[config.mk]
export PLATFORM = sky130hd
export DESIGN_NAME = hyperbus_udma_tx_fetch
export DESIGN_NICKNAME = d
export VERILOG_FILES = /design/src/rtl/hyperbus_udma_pkg.sv /design/src/rtl/hyperbus_udma_tx_buf.sv /design/src/rtl/hyperbus_udma_tx_fetch.sv
export SDC_FILE = /design/constraint.sdc
export NUM_CORES = 1
export LEC_CHECK = 0
export CAP_MARGIN = 20
export CELL_PAD_IN_SITES_DETAIL_PLACEMENT = 1
export CELL_PAD_IN_SITES_GLOBAL_PLACEMENT = 1
export CORE_MARGIN = 1
export CORE_UTILIZATION = 30
export CTS_CLUSTER_DIAMETER = 40
export DETAILED_ROUTE_END_ITERATION = 12
export PLACE_DENSITY = 0.56
export SLEW_MARGIN = 30
export SYNTH_ARGS = -nofsm -noshare
export SYNTH_HDL_FRONTEND = slang
export SYNTH_SLANG_ARGS = --single-unit
[constraint.sdc]
create_clock -name clk_sys_i -period 4.4 [get_ports clk_sys_i]
set_input_delay 0.88 -clock clk_sys_i [delete_from_list [all_inputs] [get_ports clk_sys_i]]
set_output_delay 0.88 -clock clk_sys_i [all_outputs]
set_load 0.02 [all_outputs]
[src/rtl/hyperbus_udma_pkg.sv]
// Shared definitions for the HyperBus uDMA TX fetch path: beat-size encoding
// and helpers that turn a beat size into byte counts and shift amounts.
package hyperbus_udma_pkg;

    typedef enum logic [1:0] {
        DS_1B   = 2'd0,
        DS_2B   = 2'd1,
        DS_4B   = 2'd2,
        DS_RSVD = 2'd3
    } datasize_e;

    // The reserved encoding behaves exactly like a 4-byte beat.
    function automatic logic [2:0] bytes_per_beat(input datasize_e ds);
        case (ds)
            DS_1B:   return 3'd1;
            DS_2B:   return 3'd2;
            default: return 3'd4;
        endcase
    endfunction

    function automatic logic [1:0] beat_shift(input datasize_e ds);
        case (ds)
            DS_1B:   return 2'd0;
            DS_2B:   return 2'd1;
            default: return 2'd2;
        endcase
    endfunction

endpackage

[src/rtl/hyperbus_udma_tx_buf.sv]
// In-order word buffer between the uDMA response port and the TX stream.
// Push and pop may coincide; flush empties it in one cycle.
module hyperbus_udma_tx_buf #(
    parameter int DataWidth = 32,
    parameter int Depth     = 4
) (
    input  logic                   i_clk,
    input  logic                   i_rst,
    input  logic                   i_flush,
    input  logic                   i_push,
    input  logic [DataWidth-1:0]   i_data,
    input  logic                   i_pop,
    output logic [DataWidth-1:0]   o_data,
    output logic                   o_full,
    output logic                   o_empty,
    output logic [$clog2(Depth):0] o_usage
);

    localparam int AW = $clog2(Depth);
    localparam logic [AW:0] FullC = (AW+1)'(Depth);

    logic [DataWidth-1:0] r_mem [Depth];
    logic [AW-1:0]        r_wr_ptr;
    logic [AW-1:0]        r_rd_ptr;
    logic [AW:0]          r_usage;
    logic                 w_push_ok;
    logic                 w_pop_ok;

    assign o_full    = (r_usage == FullC);
    assign o_empty   = (r_usage == '0);
    assign o_usage   = r_usage;
    assign o_data    = r_mem[r_rd_ptr];
    assign w_pop_ok  = i_pop && !o_empty && !i_flush;
    assign w_push_ok = i_push && !i_flush && (!o_full || w_pop_ok);

    // Storage needs no reset: the top masks the head word while empty.
    always_ff @(posedge i_clk) begin
        if (w_push_ok) begin
            r_mem[r_wr_ptr] <= i_data;
        end
    end

    always_ff @(posedge i_clk or posedge i_rst) begin
        if (i_rst) begin
            r_wr_ptr <= '0;
            r_rd_ptr <= '0;
            r_usage  <= '0;
        end else if (i_flush) begin
            r_wr_ptr <= '0;
            r_rd_ptr <= '0;
            r_usage  <= '0;
        end else begin
            if (w_push_ok) begin
                r_wr_ptr <= r_wr_ptr + AW'(1);
            end
            if (w_pop_ok) begin
                r_rd_ptr <= r_rd_ptr + AW'(1);
            end
            case ({w_push_ok, w_pop_ok})
                2'b10:   r_usage <= r_usage + (AW+1)'(1);
                2'b01:   r_usage <= r_usage - (AW+1)'(1);
                default: r_usage <= r_usage;
            endcase
        end
    end

endmodule

[src/rtl/hyperbus_udma_tx_fetch.sv]
// Fetches a transfer's worth of words from the uDMA TX port under a credit
// scheme sized to the local buffer, and streams them out in order.
module hyperbus_udma_tx_fetch
    import hyperbus_udma_pkg::*;
#(
    parameter int DataWidth   = 32,
    parameter int BufferDepth = 4,
    parameter int TransSize   = 16
) (
    input  logic                 clk_sys_i,
    input  logic                 rst_sys_i,
    input  logic                 clr_i,
    input  logic                 start_i,
    input  logic [TransSize-1:0] size_i,
    input  logic [1:0]           datasize_i,
    output logic                 busy_o,
    output logic                 done_o,
    output logic                 data_tx_req_o,
    input  logic                 data_tx_gnt_i,
    input  logic [DataWidth-1:0] data_tx_i,
    input  logic                 data_tx_valid_i,
    output logic                 data_tx_ready_o,
    output logic [DataWidth-1:0] data_o,
    output logic                 valid_o,
    input  logic                 ready_i
);

    localparam logic [1:0] ST_IDLE  = 2'd0;
    localparam logic [1:0] ST_FETCH = 2'd1;
    localparam logic [1:0] ST_DRAIN = 2'd2;

    localparam int CntW = $clog2(BufferDepth) + 1;
    localparam logic [CntW:0] DepthC = (CntW+1)'(BufferDepth);

    logic [1:0]           r_state;
    logic [TransSize-1:0] r_req_left;
    logic [CntW-1:0]      r_outstanding;
    logic                 r_drop;
    logic                 r_done;

    datasize_e            w_ds;
    logic [1:0]           w_shift;
    logic [TransSize-1:0] w_mask;
    logic [TransSize-1:0] w_beats;
    logic [CntW-1:0]      w_usage;
    logic [CntW-1:0]      w_out_next;
    logic [CntW:0]        w_committed;
    logic                 w_credit_ok;
    logic                 w_grant;
    logic                 w_rsp;
    logic                 w_push;
    logic                 w_pop;
    logic                 w_full;
    logic                 w_empty;
    logic [DataWidth-1:0] w_head;

    // Beat count is ceil(size / bytes_per_beat) without risking overflow of size_i.
    assign w_ds    = datasize_e'(datasize_i);
    assign w_shift = beat_shift(w_ds);
    assign w_mask  = TransSize'(bytes_per_beat(w_ds)) - TransSize'(1);
    assign w_beats = (size_i >> w_shift) + TransSize'(|(size_i & w_mask));

    // Every granted request owns a buffer slot until its word is popped.
    assign w_committed = {1'b0, w_usage} + {1'b0, r_outstanding};
    assign w_credit_ok = !w_full && (w_committed < DepthC);

    assign data_tx_req_o   = (r_state == ST_FETCH) && (r_req_left != '0) && w_credit_ok;
    assign data_tx_ready_o = 1'b1;
    assign w_grant         = data_tx_req_o && data_tx_gnt_i;
    assign w_rsp           = data_tx_valid_i && (r_outstanding != '0);
    assign w_push          = w_rsp && !r_drop && !clr_i;

    assign valid_o = !w_empty;
    assign data_o  = w_empty ? '0 : w_head;
    assign w_pop   = valid_o && ready_i;
    assign busy_o  = (r_state != ST_IDLE);
    assign done_o  = r_done;

    always_comb begin
        w_out_next = r_outstanding;
        case ({w_grant, w_rsp})
            2'b10:   w_out_next = r_outstanding + CntW'(1);
            2'b01:   w_out_next = r_outstanding - CntW'(1);
            default: w_out_next = r_outstanding;
        endcase
    end

    always_ff @(posedge clk_sys_i or posedge rst_sys_i) begin
        if (rst_sys_i) begin
            r_state       <= ST_IDLE;
            r_req_left    <= '0;
            r_outstanding <= '0;
            r_drop        <= 1'b0;
            r_done        <= 1'b0;
        end else begin
            r_done        <= 1'b0;
            r_outstanding <= w_out_next;
            // After an abort, late responses are discarded until none remain in flight.
            r_drop        <= (clr_i || r_drop) && (w_out_next != '0);
            if (clr_i) begin
                r_state    <= ST_IDLE;
                r_req_left <= '0;
            end else begin
                case (r_state)
                    ST_IDLE: begin
                        if (start_i && !r_drop) begin
                            if (size_i == '0) begin
                                r_done <= 1'b1;
                            end else begin
                                r_state    <= ST_FETCH;
                                r_req_left <= w_beats;
                            end
                        end
                    end
                    ST_FETCH: begin
                        if (w_grant) begin
                            r_req_left <= r_req_left - TransSize'(1);
                        end
                        if ((r_req_left == '0) || (w_grant && (r_req_left == TransSize'(1)))) begin
                            r_state <= ST_DRAIN;
                        end
                    end
                    ST_DRAIN: begin
                        if ((r_outstanding == '0) && w_empty) begin
                            r_done  <= 1'b1;
                            r_state <= ST_IDLE;
                        end
                    end
                    default: r_state <= ST_IDLE;
                endcase
            end
        end
    end

    hyperbus_udma_tx_buf #(
        .DataWidth (DataWidth),
        .Depth     (BufferDepth)
    ) u_buf (
        .i_clk   (clk_sys_i),
        .i_rst   (rst_sys_i),
        .i_flush (clr_i),
        .i_push  (w_push),
        .i_data  (data_tx_i),
        .i_pop   (w_pop),
        .o_data  (w_head),
        .o_full  (w_full),
        .o_empty (w_empty),
        .o_usage (w_usage)
    );

endmodule

==> impl_results.md, run 1 <==
- Fin. max-slew vios: 0
- CTS max path bufs: 2
- Synth Warn #: 0
- Root Buffer: clkbuf_16
- RSZ-0062 raised after global routing: no
- Yosys reg bits: 158
- First-pass GRT wire length: 28,200 um
- # setup viols final: 0
- Layout Nets: 701
- Initial DRC count: 210
- Antenna Nets Post-Route: 0
- Vias after detailed routing: 4,809
- Slew headroom: 0.418
- Leak: 0.00320 uW
- Worst Tran Pin Value: 873 ps
- Post-Route WL: 17,800 um
- Worst-Skew Late Latency: 430 ps
- DRC violations left: 0
- Vias in the first global route: 5,144
- Synth Area per Inst: 14.2 um2
- DIE HEIGHT: 161 um
- Synthesized cell area: 7620 um2
- Routability cong.: 0.758
- Die X: 161 um
- Asr flop ratio synth: 0.190
- Post-synth EDFFs: 128
- Setup CP Type: flip-flop to output port
- Total CTS buffers: 17
- Final period util: 0.826
- Cell accounting for the most synthesized area: edfxtp_1
- Setup TNS: 0 ps
- Synth Net Count: 607
- Hold_buf cts: 0
- WL/cell: 18.4 um
- VDD IR max: 0.224 mV
- Drt pass-1 iters: 4
- Initial antenna violation count: 0
- Placement Rows: 57
- Initial Utilization: 0.310
- Synth-to-layout area growth: 25.2%
- Area of the multi-input gates: 2850 um2
- Top post-synthesis cells by area: edfxtp_1 (50%), dfrtp_1 (9.9%), mux4_2 (9.5%)
- Placed Area: 8960 um2
- Crit start category: flip-flop
- Cell variety after synth: 60
- Dpl hpwl: 11,700 um
- Final instance area: 9540 um2
- Layout cells sized above 1: 0.160
- Mapped Cells: 536
- # resized after CTS: 0
- Power per Cell Area: 531 nW/um2
- H-tree Lvls: 4
- Worst hold path class: flip-flop to flip-flop
- FF+latch area: 4600 um2
- Largest net degree at the start of global routing: 39
- Synth top area share: 0.505
- Status: complete, no violations
- Final min period: 3630 ps
- Crit end category: output port
- Final hold violation count: 0
- Worst Path Max Fanout: 16
- CTS tree: done
- Vias per inst: 4.97
- Commonest cells after routing, fill and taps aside: edfxtp_1 (128), clkdlybuf4s50_1 (92), and2_1 (34)
- Crit path arrival time: 2750 ps
- Sink Count: 158
- WP data required: 3520 ps
- Overflow after GRT: 0
- Most used flip-flop cell after synthesis: edfxtp_1
- Fmax: 275 MHz
- Total Routing Usage GR: 0.142
- Max-cap violations: 0
- Post-CTS Setup Bufs: 0
- Filler instances: 2,571
- DIE AREA: 26,000 um2
- Clk_skew: 7.56 ps
- Core area: 24,600 um2
- Sequential share of the synthesized area: 0.603
- Most common cell after layout, fill and taps aside: edfxtp_1
- PortBufs: 92
- Clk pin slew, worst setup/hold paths: 70 ps
- Ports: 94
path summary, 6_finish.rpt:
kind | slack, ps | depth (start not counted) | endpoint | startpoint
min in group asynchronous | 880 | 2 | r_req_left[1] | rst_sys_i
setup reg to reg | 1280 | 12 | r_drop | r_req_left[0]
max in group asynchronous | 2800 | 3 | u_buf.r_rd_ptr[0] | rst_sys_i
hold / removal | 560 | 2 | r_req_left[8] | r_req_left[8]
setup / recovery | 770 | 4 | data_tx_req_o | r_state[1]
hold reg to reg | 560 | 2 | r_req_left[8] | r_req_left[8]
logic make-up (layout without fill, tap and decap cells):
| family | after synthesis | count (layout) | share of synthesized area |
|---|---|---|---|
| AND/OR/NAND/NOR | 163 | 163 | 0.121 |
| flip-flops | 158 | 158 | 0.603 |
| AO/OA/AOI/OAI | 81 | 81 | 0.0736 |
| multiplexers | 56 | 56 | 0.128 |
| buffers and inverters | 40 | 146 | 0.0227 |
| XOR/XNOR | 23 | 23 | 0.0265 |
| adder cells (fa/ha/maj) | 14 | 14 | 0.0250 |
| other | 1 | 2 | 0.000492 |
metal layers:
metal / vias up / part of all wire / track usage
li1: 2244 / - / -
met1: 2453 / 0.44 / 0.179
met2: 99 / 0.51 / 0.245
met3: 13 / 0.042 / 0.0367
met4: 0 / 0.0083 / 0.0326
met5: - / 0 / 0
per-stage QoR:
| stage | worst slack (ps) | hold WS (ps) | total power (uW) | utilization | instances |
|---|---|---|---|---|---|
| floorplan | 610 | 471 | 2980 | - | 536 |
| global placement | 721 | 517 | 3640 | 0.364 | 935 |
| detailed placement | 547 | 541 | 3680 | 0.364 | 935 |
| CTS | 750 | 558 | 5140 | 0.388 | 966 |
| global route | 594 | 574 | 5340 | 0.388 | 966 |
| finish | 767 | 556 | 5060 | 0.388 | 967 |
sequential cells by signal, indices dropped and copies added (netlist names):
register,flops
r_drop,1
u_buf.o_usage,3
u_buf.r_mem,128
u_buf.r_rd_ptr,2
r_outstanding,3
r_req_left,16
done_o,1
u_buf.r_wr_ptr,2
r_state,2
synth_stat cells (all sizes together), types with 14 or more instances:
library cell and instances:
a21oi 17, edfxtp 128, nand2 20, buf 14
o21ai 31, dfrtp 30, and2 39, mux2i 14
xnor2 15, nor2 33, mux4 32
area by class of cell:
cell class,count,area share
diodes,1,0.000262
clock inverters,14,0.0153
clock buffers,17,0.0446
flip-flops and latches,158,0.482
inverters,13,0.00512
well taps,324,0.0425
multi-input cells,338,0.299
repair buffers,102,0.111
power by group:
group	leakage (uW)	switching [uW]	total [uW]	internal [uW]
clock	0.000269	641	1440	796
combinational	0.00137	959	1790	827
sequential	0.00155	123	1840	1720
worst max-delay path, stage by stage (launching register included):
cell	delay (ps)
dfrtp_1	420
nand2b_1	500
a2111oi_4	560
and2_4	240
clkdlybuf4s50_1	610
No activity file was read; power rests on OpenSTA's default activity.
==> run 2, diff against run 1 <==
Settings changed: PLACE_DENSITY 0.56 to 0.58.
Clock period 4.4 ns to 2.96 ns, I/O delays scaled along.
==> run 2 against run 1 <==
Effect of this change: sequential share of layout area down 2.6 points; critical path depth unchanged; register-to-register slack got worse by 1200 ps; clock skew is 12 ps higher; clock power up 49%; largest cell class unchanged.
==> impl_results.md, run 2 (synthesis gave the netlist of run 1 again) <==
- Status: complete, no violations
- Fmax: 351 MHz
- Crit start category: flip-flop
- DRC violations left: 0 (unchanged)
- Clk_skew: 19.1 ps (+11.6 ps)
- Total CTS buffers: 17 (unchanged)
- Die X: 161 um (unchanged)
- Synth-to-layout area growth: 32.3%
- Overflow after GRT: 0 (unchanged)
- WL/cell: 18.2 um (-0.90%)
- Placement Rows: 57 (unchanged)
- Slew headroom: 0.480 (+0.0622)
- Drt pass-1 iters: 4 (unchanged)
- Worst slack at placement: -315 ps (-862 ps)
- Switching Power: 2690 uW (+56%)
- Post-Route WL: 18,500 um (+4.0%)
- Routability cong.: 0.782 (+3.1%)
- Setup CP Type: flip-flop to output port
- Crit path arrival time: 2260 ps (-490 ps)
- Vias after detailed routing: 4,975 (+3.5%)
- Dpl hpwl: 12,700 um (+8.2%)
- Setup TNS: 0 ps (unchanged)
- Worst Path Max Fanout: 5 (-11)
- VDD IR max: 0.434 mV (+94%)
- Final min period: 2850 ps
- WP data required: 2370 ps (-1150 ps)
- H-tree Lvls: 4 (unchanged)
- Vias per inst: 4.90 (-1.4%)
- # setup viols final: 0 (unchanged)
- Max reg flops: 128 (unchanged)
- Total Routing Usage GR: 0.148 (+0.00607)
- Slowest stage delay, CP: 540 ps (-70 ps)
- Worst Tran Pin Value: 778 ps (-95.0 ps)
- Most common cell after layout, fill and taps aside: edfxtp_1
- Max-cap violations: 0 (unchanged)
- Ports: 94 (unchanged)
- PortBufs: 92 (unchanged)
- Sink Count: 158 (unchanged)
- CTS max path bufs: 2 (unchanged)
- Vias in the first global route: 5,386 (+4.7%)
- Power per Cell Area: 771 nW/um2 (+45%)
- Worst-Skew Late Latency: 440 ps (about the same)
- Crit end category: output port
- Layout cells sized above 1: 0.233 (+0.0726)
- Power share of the clock group: 0.277 (-0.007)
- Leak: 0.00387 uW (+21%)
- Core area: 24,600 um2 (unchanged)
- Commonest cells after routing, fill and taps aside: edfxtp_1 (128), clkdlybuf4s50_1 (63), buf_4 (48)
- Initial Utilization: 0.310 (unchanged)
- DIE AREA: 26,000 um2 (unchanged)
- Final period util: 0.962
- Initial DRC count: 189 (-10%)
- Antenna Nets Post-Route: 0 (unchanged)
- DIE HEIGHT: 161 um (unchanged)
- Largest regs: u_buf.r_mem (128), r_req_left (16)
- Hold_buf cts: 0 (unchanged)
- Setup ws final: 113 ps (-654 ps)
- First-pass GRT wire length: 29,400 um (+4.0%)
- CP max-delay cell: clkdlybuf4s50_1
- Top reg by flops: u_buf.r_mem
- Clk pin slew, worst setup/hold paths: 80 ps (about the same)
- Seq pwr share: 0.348 (-0.016)
- RSZ-0062 raised after global routing: yes
- Final hold violation count: 0 (unchanged)
- Cell Int Power: 5080 uW (+52%)
- Fin. max-slew vios: 0 (unchanged)
- Sw frac: 0.347 (+0.00652)
- Worst hold path class: flip-flop to flip-flop
- Sequence of cells on the critical path: buf_4 > mux4_2 > and2_1 > clkdlybuf4s50_1
- CTS tree: done
- Comb pwr share: 0.375 (+0.022)
- Initial antenna violation count: 0 (unchanged)
- Layout Nets: 749 (+6.8%)
- Largest net degree at the start of global routing: 36 (-7.7%)
- ANT cells: 0 (-1)
- Root Buffer: clkbuf_16
[run 2: changes by cell type in the layout (fill, tap and decap cells not counted), sizes merged]
cell | previous run | this run
buf | 10 | 59
clkdlybuf4s50 | 92 | 63
dlymetal6s2s | 0 | 25
clkinv | 1 | 5
dlygate4sd2 | 0 | 3
bufinv | 1 | 0
clkinvlp | 4 | 3
diode | 1 | 0
inv | 21 | 20
[run 2: stage by stage]
step           instances  hold WS [ps]  utilization  power [uW]  cell area, um2
2_1_floorplan        536           471            -        4440            7680
3_3_place_gp         980           513        0.381        5650            9380
3_5_place_dp         980           520        0.381        5730            9380
4_1_cts             1013           537        0.406        7930            9990
5_1_grt             1015           576        0.410        8220           10100
6_report            1015           527        0.410        7770           10100
[run 2: power by group through the flow]
stage,Clock [uW],Combinational (uW),Sequential [uW]
2_1_floorplan,0,1730,2710
3_3_place_gp,0,2900,2750
3_5_place_dp,0,2970,2760
4_1_cts,2220,3010,2700
5_1_grt,2310,3190,2720
6_report,2150,2910,2700
[run 2: final cells by class]
cell class	count	area, um2
fill	2537	14500
sequential	158	4600
multi-input combinational	338	2910
timing repair buffer	150	1520
clock buffer	17	425
tap	324	405
clock inverter	15	170
inverter	13	48.8
[run 2: worst paths after layout]
path / cells after the start / slack [ps] / endpoint / start
hold / removal: 2 / 530 / r_req_left[8] / r_req_left[8]
hold reg to reg: 2 / 530 / r_req_left[8] / r_req_left[8]
max in group asynchronous: 3 / 2040 / u_buf.r_rd_ptr[1] / rst_sys_i
setup / recovery: 4 / 110 / data_o[9] / u_buf.r_rd_ptr[0]
setup reg to reg: 11 / 130 / r_drop / r_outstanding[2]
min in group asynchronous: 3 / 580 / r_req_left[12] / rst_sys_i
[run 2: worst max-delay path: cells and delay by family (launching register included)]
family,cells,cell delay (ps)
buf+inv,2,730
flops,1,450
simple gates,1,160
mux,1,490
[run 2: layer usage]
metal	vias to the layer above	track usage	part of all wire
met3	24	0.0265	0.029
met2	87	0.258	0.51
met5	-	0	0
met1	2516	0.187	0.45
li1	2348	-	-
met4	0	0.0485	0.015
[run 2: timing repair]
item | CTS | global route
gates resized for setup | 9 | 29
buffers inserted | 1 | 2
pin swaps | 0 | 1
endpoints found under the setup margin | 33 | 32
==> run 3, diff against run 2 <==
Settings changed: SETUP_SLACK_MARGIN from default to 0.2.
==> run 3 against run 2 <==
Effect of this change: global-route usage rose by 0.57 points; worst hold slack improved by 4.8 ps; via count rose by 2.0%; clock-buffer cell count rose by 1; sequential power barely moved; fmax rose by 5.3%; die area did not move; register-to-register slack improved by 170 ps; clock power rose by 8%; non-clock buffer count rose by 12; critical path type unchanged; largest cell class unchanged; largest power group unchanged.
==> impl_results.md, run 3 (synthesis gave the netlist of run 1 again) <==
- Largest net degree at the start of global routing: 35 (-2.8%)
- Setup CP Type: flip-flop to output port
- Leak: 0.00370 uW (-4.5%)
- RR Startpoint: r_outstanding[2]
- Crit start category: flip-flop
- CTS max path bufs: 2 (unchanged)
- Hold Slack: 531 ps (+4.80 ps)
- Ports: 94 (unchanged)
- Layout Nets: 761 (+1.6%)
- DRC violations left: 0 (unchanged)
- Crit path arrival time: 2110 ps (-150 ps)
- Largest regs: u_buf.r_mem (128), r_req_left (16)
- Clk pin slew, worst setup/hold paths: 70 ps (about the same)
- Power per Cell Area: 779 nW/um2 (+1.1%)
- Status: complete, no violations
- Crit end category: output port
- PortBufs: 92 (unchanged)
- DIE HEIGHT: 161 um (unchanged)
- Antenna Nets Post-Route: 0 (unchanged)
- Sequence of cells on the critical path: ha_4 > or3_4 > a2111oi_4 > and2_4 > buf_2
- Most common cell after layout, fill and taps aside: edfxtp_1
- FF-to-FF setup slack: 300 ps (+170 ps)
- Filler instances: 2,554 (+0.67%)
- Worst Path Max Fanout: 3 (-2)
- Vias in the first global route: 5,565 (+3.3%)
- Top reg by flops: u_buf.r_mem
- Clk_skew: 13.1 ps (-6.05 ps)
- Final period util: 0.913 (-0.0485)
- Fin. max-slew vios: 0 (unchanged)
- Final hold violation count: 0 (unchanged)
- Final min period: 2700 ps (-144 ps)
- Worst-Skew Late Latency: 420 ps (-20 ps)
- Die X: 161 um (unchanged)
- Worst reg-to-reg path cell count: 11 (unchanged)
- Core area: 24,600 um2 (unchanged)
- Routability cong.: 0.808 (+3.3%)
- WP data required: 2370 ps (about the same)
- Layout cells sized above 1: 0.256 (+0.0230)
- Fmax: 370 MHz (+5.3%)
- DIE AREA: 26,000 um2 (unchanged)
- Power Total: 7940 uW (+2.2%)
- VDD IR max: 0.339 mV (-22%)
- RSZ-0062 raised after global routing: yes
- Drt pass-1 iters: 4 (unchanged)
- H-tree Lvls: 4 (unchanged)
- Total Routing Usage GR: 0.154 (+0.00566)
- Slew headroom: 0.470 (-0.0105)
- Placement Rows: 57 (unchanged)
- Slowest stage delay, CP: 430 ps (-110 ps)
- Hold wc startpoint: r_req_left[8]
- Sink Count: 158 (unchanged)
- Worst Tran Pin Value: 794 ps (+15.7 ps)
- # setup viols final: 0 (unchanged)
- Max reg flops: 128 (unchanged)
- Synth-to-layout area growth: 33.8%
- Worst hold path class: flip-flop to flip-flop
- Dpl hpwl: 13,500 um (+6.4%)
- Setup TNS: 0 ps (unchanged)
- First-pass GRT wire length: 30,800 um (+5.0%)
- CP max-delay cell: dfrtp_2
- Overflow after GRT: 0 (unchanged)
- Reg2Reg Capture Point: r_drop
- Root Buffer: clkbuf_16
- Hold endpoint: r_req_left[8]
- WL/cell: 18.6 um (+2.1%)
- Vias per inst: 4.94 (+0.80%)
- Post-Route WL: 19,100 um (+3.4%)
- Hold Path Depth: 2 (unchanged)
- CTS tree: done
- Max-cap violations: 0 (unchanged)
- Fin util: 0.414 (+0.00448)
- Vias after detailed routing: 5,074 (+2.0%)
- Commonest cells after routing, fill and taps aside: edfxtp_1 (128), buf_4 (57), clkdlybuf4s50_1 (56)
- Initial Utilization: 0.310 (unchanged)
- ANT cells: 0 (unchanged)
- Initial DRC count: 236 (+25%)
- Total CTS buffers: 17 (unchanged)
- Initial antenna violation count: 0 (unchanged)
==> run 3: worst max path at each step <==
stage / startpoint / end / depth (start not counted)
2_1_floorplan: datasize_i[1] / r_req_left[12] / 15
3_3_place_gp: datasize_i[0] / r_req_left[14] / 14
3_5_place_dp: datasize_i[0] / r_req_left[14] / 14
4_1_cts: r_outstanding[2] / data_tx_req_o / 5
5_1_grt: r_outstanding[1] / r_drop / 11
6_report: r_outstanding[2] / data_tx_req_o / 5
==> run 3: repair_timing <==
action | 4_1_cts | 5_1_grt
hold buffers | 0 | 0
pin swaps | 10 | 9
setup endpoints to repair | 46 | 25
buffers inserted | 8 | 6
resized for setup | 47 | 4
==> run 3: stage by stage <==
step	setup WS [ps]	std cells	instance area [um2]
2_1_floorplan	-43.2	536	7700
3_3_place_gp	-225	981	9450
3_5_place_dp	-359	981	9450
4_1_cts	117	1021	10100
5_1_grt	143	1027	10200
6_report	256	1027	10200
==> run 3: power by group <==
part           internal, uW  total [uW]  switching, uW
registers              2560        2700            140
logic                  1360        2920           1560
clock network          1360        2320            961
total                  5270        7940           2660
==> run 3: cell type report <==
cell class / count / area (um2) / area share
tap: 324 / 405 / 0.0398
sequential: 158 / 4600 / 0.451
clock buffer: 18 / 429 / 0.0421
inverter: 13 / 48.8 / 0.00479
clock inverter: 14 / 194 / 0.0190
timing repair buffer: 162 / 1560 / 0.153
multi-input combinational: 338 / 2960 / 0.290
==> run 3: worst max-delay path: cells and delay by family, from the launching register on <==
kind | cells | cell delay (ps)
adder cells (fa/ha/maj) | 1 | 230
buffers and inverters | 1 | 170
AND/OR/NAND/NOR | 2 | 580
AO/OA/AOI/OAI | 1 | 280
flip-flops | 1 | 430
==> run 3: layer usage <==
layer  track usage  routed length (um)
met1         0.197                8580
met2         0.267                9860
met3        0.0316                 558
met4        0.0352                 129
met5             0                   0
